[src/rtl/main_memory_arbiter_if.sv]
// main_memory_arbiter_if: bundles the instruction port, data port, memory
// port and busy flag of the main memory arbiter.
// slave  = arbiter side, master = requesters/memory side.
interface main_memory_arbiter_if #(
    parameter int ADDR_W = 9,
    parameter int DATA_W = 256
);
    logic              i_req;
    logic [ADDR_W-1:0] i_addr;
    logic              i_ack;
    logic [DATA_W-1:0] i_rdata;
    logic              d_req;
    logic              d_we;
    logic [ADDR_W-1:0] d_addr;
    logic [DATA_W-1:0] d_wdata;
    logic              d_ack;
    logic [DATA_W-1:0] d_rdata;
    logic [ADDR_W-1:0] mem_addr;
    logic              mem_readmem;
    logic              mem_writemem;
    logic [DATA_W-1:0] mem_data_write;
    logic [DATA_W-1:0] mem_data_read;
    logic              busy;

    modport slave (
        input  i_req, i_addr,
        output i_ack, i_rdata,
        input  d_req, d_we, d_addr, d_wdata,
        output d_ack, d_rdata,
        output mem_addr, mem_readmem, mem_writemem, mem_data_write,
        input  mem_data_read,
        output busy
    );

    modport master (
        output i_req, i_addr,
        input  i_ack, i_rdata,
        output d_req, d_we, d_addr, d_wdata,
        input  d_ack, d_rdata,
        input  mem_addr, mem_readmem, mem_writemem, mem_data_write,
        output mem_data_read,
        input  busy
    );
endinterface

[src/rtl/main_memory_arbiter.sv]
// main_memory_arbiter: shares one block-memory port between the instruction
// cache (read refills) and the data cache (refills and writebacks).
// One transaction at a time through IDLE -> ISSUE -> DONE; the granted port
// gets a one-cycle ack in DONE with the memory's registered read data.
// Optional feature: define MAIN_MEMORY_ARBITER_RR_EN for round-robin tie
// breaking; otherwise the data port wins every tie.
module main_memory_arbiter #(
    parameter int ADDR_W = 9,
    parameter int DATA_W = 256
) (
    input  logic                  clk,
    input  logic                  rst,
    main_memory_arbiter_if.slave  bus
);

    typedef enum logic [1:0] {
        ST_IDLE  = 2'd0,
        ST_ISSUE = 2'd1,
        ST_DONE  = 2'd2
    } state_t;

    state_t            state_r;
    logic              grant_d_r;   // 1 = data port owns the current transaction
    logic              we_r;
    logic [ADDR_W-1:0] addr_r;
    logic [DATA_W-1:0] wdata_r;
    logic              rd_r;
    logic              wr_r;
    logic              i_ack_r;
    logic              d_ack_r;
    logic              busy_r;

    logic              req_any_s;
    logic              pick_d_s;

`ifdef MAIN_MEMORY_ARBITER_RR_EN
    logic              last_grant_d_r;  // 1 = data port was served last
`endif

    // Choose which port wins when the FSM is idle
    always_comb begin
        req_any_s = bus.i_req | bus.d_req;
`ifdef MAIN_MEMORY_ARBITER_RR_EN
        if (bus.i_req && bus.d_req) begin
            pick_d_s = ~last_grant_d_r;
        end else begin
            pick_d_s = bus.d_req;
        end
`else
        pick_d_s = bus.d_req;
`endif
    end

    // Transaction sequencer: latch request at grant, strobe memory, ack
    always_ff @(posedge clk or posedge rst) begin
        if (rst) begin
            state_r   <= ST_IDLE;
            grant_d_r <= 1'b0;
            we_r      <= 1'b0;
            addr_r    <= {ADDR_W{1'b0}};
            wdata_r   <= {DATA_W{1'b0}};
            rd_r      <= 1'b0;
            wr_r      <= 1'b0;
            i_ack_r   <= 1'b0;
            d_ack_r   <= 1'b0;
            busy_r    <= 1'b0;
`ifdef MAIN_MEMORY_ARBITER_RR_EN
            last_grant_d_r <= 1'b1;
`endif
        end else begin
            case (state_r)
                ST_IDLE: begin
                    i_ack_r <= 1'b0;
                    d_ack_r <= 1'b0;
                    if (req_any_s) begin
                        grant_d_r <= pick_d_s;
                        if (pick_d_s) begin
                            addr_r  <= bus.d_addr;
                            we_r    <= bus.d_we;
                            wdata_r <= bus.d_wdata;
                            rd_r    <= ~bus.d_we;
                            wr_r    <= bus.d_we;
                        end else begin
                            // Instruction side is read-only
                            addr_r  <= bus.i_addr;
                            we_r    <= 1'b0;
                            rd_r    <= 1'b1;
                            wr_r    <= 1'b0;
                        end
`ifdef MAIN_MEMORY_ARBITER_RR_EN
                        last_grant_d_r <= pick_d_s;
`endif
                        busy_r  <= 1'b1;
                        state_r <= ST_ISSUE;
                    end else begin
                        busy_r  <= 1'b0;
                        state_r <= ST_IDLE;
                    end
                end
                ST_ISSUE: begin
                    // Memory samples on this edge; read data is ready in DONE
                    rd_r    <= 1'b0;
                    wr_r    <= 1'b0;
                    i_ack_r <= ~grant_d_r;
                    d_ack_r <= grant_d_r;
                    busy_r  <= 1'b1;
                    state_r <= ST_DONE;
                end
                ST_DONE: begin
                    i_ack_r <= 1'b0;
                    d_ack_r <= 1'b0;
                    busy_r  <= 1'b0;
                    state_r <= ST_IDLE;
                end
                default: begin
                    rd_r    <= 1'b0;
                    wr_r    <= 1'b0;
                    i_ack_r <= 1'b0;
                    d_ack_r <= 1'b0;
                    busy_r  <= 1'b0;
                    state_r <= ST_IDLE;
                end
            endcase
        end
    end

    // Pass memory read data to the acked port only; zero otherwise
    always_comb begin
        if (i_ack_r) begin
            bus.i_rdata = bus.mem_data_read;
        end else begin
            bus.i_rdata = {DATA_W{1'b0}};
        end
        if (d_ack_r && !we_r) begin
            bus.d_rdata = bus.mem_data_read;
        end else begin
            bus.d_rdata = {DATA_W{1'b0}};
        end
    end

    assign bus.i_ack          = i_ack_r;
    assign bus.d_ack          = d_ack_r;
    assign bus.mem_addr       = addr_r;
    assign bus.mem_readmem    = rd_r;
    assign bus.mem_writemem   = wr_r;
    assign bus.mem_data_write = wdata_r;
    assign bus.busy           = busy_r;

endmodule

[src/flat_wrapper.sv]
// flat-port wrapper written by rule: the top's interface ports become plain ports
module main_memory_arbiter_flat 
#(
    parameter int ADDR_W = 9,
    parameter int DATA_W = 256
)
  (clk, rst, bus_i_req, bus_i_addr, bus_i_ack, bus_i_rdata, bus_d_req, bus_d_we, bus_d_addr, bus_d_wdata, bus_d_ack, bus_d_rdata, bus_mem_addr, bus_mem_readmem, bus_mem_writemem, bus_mem_data_write, bus_mem_data_read, bus_busy);
  main_memory_arbiter_if #(.ADDR_W(ADDR_W), .DATA_W(DATA_W)) bus_i ();
  input  logic clk;
  input  logic rst;
  input wire logic [$bits(bus_i.i_req)-1:0] bus_i_req;
  input wire logic [$bits(bus_i.i_addr)-1:0] bus_i_addr;
  output wire logic [$bits(bus_i.i_ack)-1:0] bus_i_ack;
  output wire logic [$bits(bus_i.i_rdata)-1:0] bus_i_rdata;
  input wire logic [$bits(bus_i.d_req)-1:0] bus_d_req;
  input wire logic [$bits(bus_i.d_we)-1:0] bus_d_we;
  input wire logic [$bits(bus_i.d_addr)-1:0] bus_d_addr;
  input wire logic [$bits(bus_i.d_wdata)-1:0] bus_d_wdata;
  output wire logic [$bits(bus_i.d_ack)-1:0] bus_d_ack;
  output wire logic [$bits(bus_i.d_rdata)-1:0] bus_d_rdata;
  output wire logic [$bits(bus_i.mem_addr)-1:0] bus_mem_addr;
  output wire logic [$bits(bus_i.mem_readmem)-1:0] bus_mem_readmem;
  output wire logic [$bits(bus_i.mem_writemem)-1:0] bus_mem_writemem;
  output wire logic [$bits(bus_i.mem_data_write)-1:0] bus_mem_data_write;
  input wire logic [$bits(bus_i.mem_data_read)-1:0] bus_mem_data_read;
  output wire logic [$bits(bus_i.busy)-1:0] bus_busy;
  assign bus_i.i_req = bus_i_req;
  assign bus_i.i_addr = bus_i_addr;
  assign bus_i_ack = bus_i.i_ack;
  assign bus_i_rdata = bus_i.i_rdata;
  assign bus_i.d_req = bus_d_req;
  assign bus_i.d_we = bus_d_we;
  assign bus_i.d_addr = bus_d_addr;
  assign bus_i.d_wdata = bus_d_wdata;
  assign bus_d_ack = bus_i.d_ack;
  assign bus_d_rdata = bus_i.d_rdata;
  assign bus_mem_addr = bus_i.mem_addr;
  assign bus_mem_readmem = bus_i.mem_readmem;
  assign bus_mem_writemem = bus_i.mem_writemem;
  assign bus_mem_data_write = bus_i.mem_data_write;
  assign bus_i.mem_data_read = bus_mem_data_read;
  assign bus_busy = bus_i.busy;
  main_memory_arbiter #(.ADDR_W(ADDR_W), .DATA_W(DATA_W)) u_core (.clk(clk), .rst(rst), .bus(bus_i));
endmodule
[config.mk]
export PLATFORM = sky130hd
export DESIGN_NAME = main_memory_arbiter_flat
export DESIGN_NICKNAME = d
export VERILOG_FILES = /design/src/rtl/main_memory_arbiter_if.sv /design/src/rtl/main_memory_arbiter.sv /design/src/flat_wrapper.sv
export SDC_FILE = /design/constraint.sdc
export NUM_CORES = 1
export LEC_CHECK = 0
export CORE_AREA = 2 2 508 510
export DETAILED_ROUTE_END_ITERATION = 16
export DIE_AREA = 0 0 510 512
export PLACE_DENSITY = 0.3
export SLEW_MARGIN = 10
export SYNTH_ARGS = -nofsm -noshare
export SYNTH_HDL_FRONTEND = slang
export SYNTH_SLANG_ARGS = --single-unit
[constraint.sdc]
create_clock -name clk -period 16.4 [get_ports clk]
set_input_delay 3.28 -clock clk [delete_from_list [all_inputs] [get_ports clk]]
set_output_delay 3.28 -clock clk [all_outputs]
set_load 0.03 [all_outputs]
Yosys cells after proc, flatten, opt, wreduce, memory -nomap -nowiden
Index checks and enable logic that the tools add are counted.

Bitwise operators: 4. Muxes and demuxes: 15. Reductions and logical operators: 6. Eq/ne operators: 3.

Operators with widths (number): 2-to-1 mux 256 bit (2); 2-to-1 mux 9 bit (1); 2-to-1 mux 1 bit (8); case mux 1 bit (2 select lines) (3); case mux 2 bit (2 select lines) (1); AND reduction 2 bit (2); NOT 1 bit (3); AND reduction 3 bit (1); == test 2 x 1 -> 1 bit (second input constant) (1); == test 2 bit (second input constant) (1); logical NOT 2 bit (1); inequality test 2 x 1 -> 1 bit (second input constant) (1); logical AND 1 bit (1); logical NOT 1 bit (1); bitwise OR 1 bit (1).

Register bits: 274. Word-level logic and storage cells: 38. Output and inout port bits: 782. Input bits: 535.

Logic depth before layout (Yosys ltp)
Gate-level depths: netlist of run 1.

Word-level depth: 4. Mapped depth: 6. Gate-level depth less buffers: 4.

Worst setup path after synthesis of run 1
OpenSTA, ideal clock, no wires.

Path kind: input port to output port. Start: input bus_mem_data_read[0]. End: output bus_i_rdata[0]. Slack: 9.559 ns. Data arrival time: 3.561 ns. Data required time: 13.120 ns. Buffers on the path: 0. Stages on the path: 1. Cell sequence: and2_1.

Longest elaborated chain between the ends: 1.

RTL lines: start, declared (line flat_wrapper.sv:25) `input wire logic [$bits(bus_i.mem_data_read)-1:0] bus_mem_data_read;`; 2-to-1 mux 256 bit (line main_memory_arbiter.sv:129) `if (i_ack_r) begin`; end, declared (line flat_wrapper.sv:14) `output wire logic [$bits(bus_i.i_rdata)-1:0] bus_i_rdata;`.

Every way passes these cells.

Final worst setup path of run 1
Start: input bus_mem_data_read[200]. End: output bus_i_rdata[200].

The elaborated chain is that of the path after synthesis.

==> results by group, run 1 <==
Clocking
  • Post-CTS Hold Buffers: 0
  • CTS tree: yes
  • Clk Latency, worst-skew pair: 0.61 ns
  • CTS Sinks: 274
  • Worst-path clk slew: 0.06 ns
  • Post-CTS sizing: 0
  • CTS Buffer Depth: 3
  • CTS Buf Count: 40
  • H-Tree Depth: 2
  • Root Buffer: clkbuf_16
  • Post-CTS Setup Inserts: 0

Global route
  • Pin count of the biggest net entering global routing: 187
  • Vias in the first global route: 15.38k
  • Gr usage total: 12.88%
  • GR Overflow Total: 0
  • Initial antenna violation count: 175
  • First-pass GRT wire length: 209,100 µm

Critical path
  • Type of destination of the critical path: primary output
  • Slowest stage cell on the critical path: clkdlybuf4s50_1
  • WP data required: 13.12 ns
  • Worst-path maximum fanout: 2
  • CP arrival: 5.35 ns
  • Delay-heaviest family, CP: buffers and inverters
  • FF-to-FF End: u_core.bus.mem_data_write[56]
  • Worst Setup EP: bus_i_rdata[200]
  • Worst setup path start: bus_mem_data_read[200]
  • Worst r2r src: u_core.state_r[1]
  • Critical path class: primary input to primary output
  • R2R depth: 5
  • FF-to-FF setup slack: 12.74 ns
  • Critical Path, Cell by Cell: clkdlybuf4s50_1, and2_1, clkdlybuf4s50_1
  • Most frequent cell on the critical path: clkdlybuf4s50_1
  • Critical path's largest stage delay: 1.05 ns
  • CP Launch Type: primary input
  • CP Buf/Inv Count: 2
  • CP Depth: 3

Logic synthesis
  • Syn nets: 1,700
  • Register area share after synthesis: 46.69%
  • Syn Area/Cell: 12.61 µm²
  • Post-Synthesis Cell Area: 14,690 µm²
  • Top-count cell post-synth: and2_1
  • FF+latch count, synth: 274
  • Yosys top cell area share: 46.69%
  • Biggest area consumer among synthesized cells: dfrtp_1
  • Library cells used by synthesis: 21
  • Prevailing post-synth register cell: dfrtp_1
  • Yosys warns: 0
  • Synth async-reset ratio: 100.0%
  • Commonest cells in the netlist: and2_1, dfrtp_1, mux2_4
  • Syn Inst Count: 1,165
  • Synth area leaders: dfrtp_1, mux2_4, and2_1, mux2_2, clkbuf_1
  • Number of synthesized flops with an enable pin: 0

Drt
  • Post-route antenna net violation count: 0
  • Routed vias: 14.78k
  • Final WL: 175,900 µm
  • Drt via density: 2.509
  • Drt first-iter violations: 558
  • WL per Instance: 29.87 µm
  • DRC: 0
  • Detailed Routing Iterations Pass 1: 5

Power
  • IR drop worst, VDD: 0.09325 mV
  • Leak: 0.01229 µW
  • P per Cell Area: 189.0 nW/µm²

Finish
  • Area of the multi-input gates: 7251 µm²
  • Final design utilization: 12.93%
  • Area grow syn2layout: 125.2%
  • Share of layout cells above drive strength 1: 14.35%
  • Fill count: 28.96k
  • Non-filler cells in the finished layout: 5,889
  • Reg area: 6860 µm²
  • NumNets Final: 2,984

Floorplanning
  • IO Count: 1,317
  • Die height: 512 µm
  • Die area: 261,100 µm²
  • Starting Density: 5.742%
  • Site Rows: 186
  • Die X-Extent: 510 µm
  • Core area: 255,800 µm²

STA
  • Unrepaired setup endpoints after global routing: no
  • Final worst slack: 7.766 ns
  • Pins Over Slew Limit: 0
  • Hold Vio Cnt, Final: 0
  • Top achievable clock speed: 115.8 MHz
  • Setup TNS: 0 ns
  • Final setup viols: 0
  • Worst clock skew: 0.03524 ns
  • Slew margin rel.: 25.05%
  • Period utilization: 52.64%
  • Worst Max-Slew Pin Slew: 1.122 ns
  • Final min period: 8.634 ns

Place
  • Pre-CTS setup slack: 7.687 ns
  • Placer Congestion: 0.8895
  • Placed cells: 5,791
  • Post-detail-place hpwl: 155,900 µm
  • IO Port Bufs: 1,316

Outcome
  • Outcome: complete, no violations

Job
  • Max-cap violations: 0

Hold path
  • Worst min-delay path category: flip-flop to flip-flop
-- flip-flops by register name (all words and copies together) (netlist names) --
register                   cells
u_core.state_r                 2
u_core.bus.d_ack               1
u_core.bus.mem_writemem        1
u_core.bus.mem_data_write    256
u_core.bus.i_ack               1
u_core.grant_d_r               1
u_core.bus.mem_addr            9
u_core.we_r                    1
u_core.bus.busy                1
u_core.bus.mem_readmem         1
-- where the power goes --
| part | internal [µW] | switching [µW] | total [µW] |
|---|---|---|---|
| logic | 1720 | 2310 | 4030 |
| registers | 1030 | 256 | 1280 |
| clock network | 548 | 391 | 939 |
-- cells by family after synthesis --
logic type / synth area share [%]
AND/OR/NAND/NOR: 22.12
multiplexers: 26.86
flip-flops: 46.69
buffers and inverters: 4.013
AO/OA/AOI/OAI: 0.3153
-- area by class of cell --
class                      count  area share, %
sequential                   274          20.74
clock inverter                18         0.7074
multi-input combinational    802          21.92
clock buffer                  55          3.408
inverter                       3        0.05674
tap                         3384          12.80
timing repair buffer        1328          40.17
antenna                       25         0.1891
-- placed cells by master (no fill, tap or decap), drive strengths merged, types with 2 or more instances in the layout --
cell type,instances
nor2,4
dfrtp,274
and2,514
clkdlybuf4s50,1316
diode,25
o21ai,2
a21oi,2
buf,12
inv,6
bufinv,4
clkinv,11
clkbuf,55
mux2,274
-- worst min-delay path by stage --
stage / depth (start not counted) / endpoint / slack (ns) / from
after floorplan: 1 / u_core.bus.i_ack / 0.42 / u_core.grant_d_r
after global placement: 1 / u_core.bus.i_ack / 0.44 / u_core.grant_d_r
after detailed placement: 1 / u_core.bus.i_ack / 0.45 / u_core.grant_d_r
after CTS: 1 / u_core.bus.i_ack / 0.46 / u_core.grant_d_r
after global routing: 1 / u_core.bus.i_ack / 0.48 / u_core.grant_d_r
final: 1 / u_core.bus.i_ack / 0.45 / u_core.grant_d_r
-- through the flow --
step | total power (µW) | hold slack (ns) | cell area [µm²]
3_5_place_dp | 5400 | 0.4502 | 31650
2_1_floorplan | 3407 | 0.4163 | 14690
3_3_place_gp | 5440 | 0.4418 | 31650
5_1_grt | 6598 | 0.4811 | 33050
6_report | 6252 | 0.4493 | 33080
4_1_cts | 6426 | 0.4578 | 33010
-- metal layers --
metal / global-route usage, % / vias up / share of wire [%]
met5: 0 / - / 0.021
met4: 4.154 / 8 / 3.5
met1: 10.41 / 6862 / 28
li1: - / 6363 / -
met3: 5.818 / 385 / 11
met2: 26.50 / 1159 / 57
Note: power is estimated with default switching activity, not from simulation.
==> run 2, diff against run 1 <==
==> constraint.sdc (replaced) <==
create_clock -name clk -period 8.9 [get_ports clk]
set_input_delay 1.78 -clock clk [delete_from_list [all_inputs] [get_ports clk]]
set_output_delay 1.78 -clock clk [all_outputs]
set_load 0.03 [all_outputs]
==> run 2 against run 1 <==
Compared with the run above: clock skew shrank 0.0068 ns; global-route usage up 0.61 points; hold slack lost 0.0086 ns; die area is the same; total power rose by 87%; utilization up 0.097 points; via count up 1.8%; count of clock-buffer cells in the layout down 2; critical endpoint is now bus_d_rdata[196].
==> results by group, run 2 (synthesized netlist as in run 1, its figures left out) <==
Outcome
  • Outcome: complete, no violations (unchanged)

Clocking
  • Post-CTS Hold Buffers: 0 (unchanged)
  • Post-CTS Setup Inserts: 0 (unchanged)
  • H-Tree Depth: 2 (unchanged)
  • Root Buffer: clkbuf_16 (unchanged)
  • Clk Latency, worst-skew pair: 0.62 ns (was 0.61 ns)
  • CTS Buffer Depth: 3 (unchanged)
  • Post-CTS sizing: 0 (unchanged)
  • CTS tree: yes (unchanged)
  • CTS Sinks: 274 (unchanged)
  • CTS Buf Count: 40 (unchanged)
  • Worst-path clk slew: 0.06 ns (about the same)

Place
  • Placer Congestion: 0.9114 (was 0.8895)
  • Post-detail-place hpwl: 163,400 µm (was 155,900 µm)
  • Pre-CTS setup slack: 3.408 ns (was 7.687 ns)
  • IO Port Bufs: 1,316 (unchanged)

Floorplanning
  • Starting Density: 5.742% (unchanged)
  • Site Rows: 186 (unchanged)
  • Die height: 512 µm (unchanged)
  • Die X-Extent: 510 µm (unchanged)
  • IO Count: 1,317 (unchanged)
  • Die area: 261,100 µm² (unchanged)
  • Core area: 255,800 µm² (unchanged)

STA
  • Setup TNS: 0 ns (unchanged)
  • Final min period: 5.529 ns
  • Worst Max-Slew Pin Slew: 0.9881 ns (was 1.122 ns)
  • Top achievable clock speed: 180.9 MHz
  • Final setup viols: 0 (unchanged)
  • Hold Vio Cnt, Final: 0 (unchanged)
  • Worst clock skew: 0.02842 ns (was 0.03524 ns)
  • Hold slack: 0.4406 ns (was 0.4493 ns)
  • Slew margin rel.: 34.12% (was 25.05%)
  • Pins Over Slew Limit: 0 (unchanged)
  • Period utilization: 62.12%
  • Unrepaired setup endpoints after global routing: no (unchanged)
  • Final worst slack: 3.371 ns (was 7.766 ns)

Finish
  • Max reg flops: 256 (unchanged)
  • Share of layout cells above drive strength 1: 14.58% (was 14.35%)
  • Most frequent cells in the layout: clkdlybuf4s50_1, and2_1, dfrtp_1 (unchanged)
  • Most common cell after layout, fill and taps aside: clkdlybuf4s50_1 (unchanged)
  • NumNets Final: 2,986 (was 2,984)
  • Area grow syn2layout: 126.9% (was 125.2%)

Global route
  • GR Overflow Total: 0 (unchanged)
  • Initial antenna violation count: 198 (was 175)
  • First-pass GRT wire length: 216,200 µm (was 209,100 µm)
  • Gr usage total: 13.49% (was 12.88%)
  • Vias in the first global route: 15.25k (was 15.38k)
  • Pin count of the biggest net entering global routing: 109 (was 187)

Drt
  • Detailed Routing Iterations Pass 1: 4 (was 5)
  • Final WL: 184,300 µm (was 175,900 µm)
  • Met1 Routed Length: 51,280 µm (was 50,060 µm)
  • Drt via density: 2.533 (was 2.509)
  • Drt first-iter violations: 571 (was 558)
  • WL per Instance: 31.04 µm (was 29.87 µm)
  • Routed wl met2: 101,000 µm (was 100,900 µm)
  • Top Layer Used: met5 (unchanged)
  • Met3 WL post-DR: 26,380 µm (was 18,710 µm)
  • Routed vias: 15.04k (was 14.78k)
  • DRC: 0 (unchanged)
  • Post-route antenna net violation count: 0 (unchanged)

Critical path
  • CP Launch Type: primary input (unchanged)
  • Worst-path maximum fanout: 2 (unchanged)
  • WP data required: 7.12 ns (was 13.12 ns)
  • Type of destination of the critical path: primary output (unchanged)
  • CP arrival: 3.75 ns (was 5.35 ns)
  • Critical path class: primary input to primary output (unchanged)

Power
  • IR drop worst, VDD: 0.1987 mV (was 0.09325 mV)
  • Leak: 0.01234 µW (was 0.01229 µW)
  • P per Cell Area: 350.3 nW/µm² (was 189.0 nW/µm²)

Hold path
  • Worst min-delay path category: flip-flop to flip-flop (unchanged)

Job
  • Max-cap violations: 0 (unchanged)
-- run 2: stage by stage --
stage	total power, µW	cells	area (µm²)	util (%)
finish	11670	5938	33320	13.03
global route	12300	5907	33250	13.00
CTS	11960	5867	33150	12.96
detailed placement	10010	5793	31710	12.40
global placement	10080	5793	31710	12.40
floorplan	6279	1165	14690	-
-- run 2: worst paths after layout --
check	startpoint	end	slack (ns)	depth (start not counted)
worst max register to register	u_core.state_r[1]	u_core.bus.mem_data_write[86]	6.27	4
min in group asynchronous	rst	u_core.bus.mem_data_write[170]	1.66	3
worst min register to register	u_core.grant_d_r	u_core.bus.i_ack	0.44	1
worst min-delay path	u_core.grant_d_r	u_core.bus.i_ack	0.44	1
max in group asynchronous	rst	u_core.bus.mem_data_write[63]	5.97	4
worst max-delay path	bus_mem_data_read[196]	bus_d_rdata[196]	3.37	3
-- run 2: area by class of cell --
cell class	instances	area [µm²]
Inverter	3	15.01
Tap cell	3384	4234
Clock inverter	21	304.0
Antenna cell	71	177.7
Fill cell	28970	222400
Clock buffer	53	1130
Timing Repair Buffer	1330	13350
Multi-Input combinational cell	802	7251
Sequential cell	274	6860
-- run 2: power breakdown --
part | switching (µW) | internal, µW | leakage, µW
sequential | 434 | 1890 | 0.00320
clock | 718 | 1080 | 0.000699
combinational | 4360 | 3190 | 0.00843
total | 5510 | 6160 | 0.0123
-- run 2: worst max-delay path: stages --
cell and delay, ns:
clkdlybuf4s50_1 0.55, and2_1 0.60, clkdlybuf4s50_1 0.80
-- run 2: layer usage --
metal,global-route usage [%],vias to the layer above
li1,-,6421
met1,10.75,7024
met2,26.17,1175
met3,8.489,384
met4,4.280,38
met5,0,-
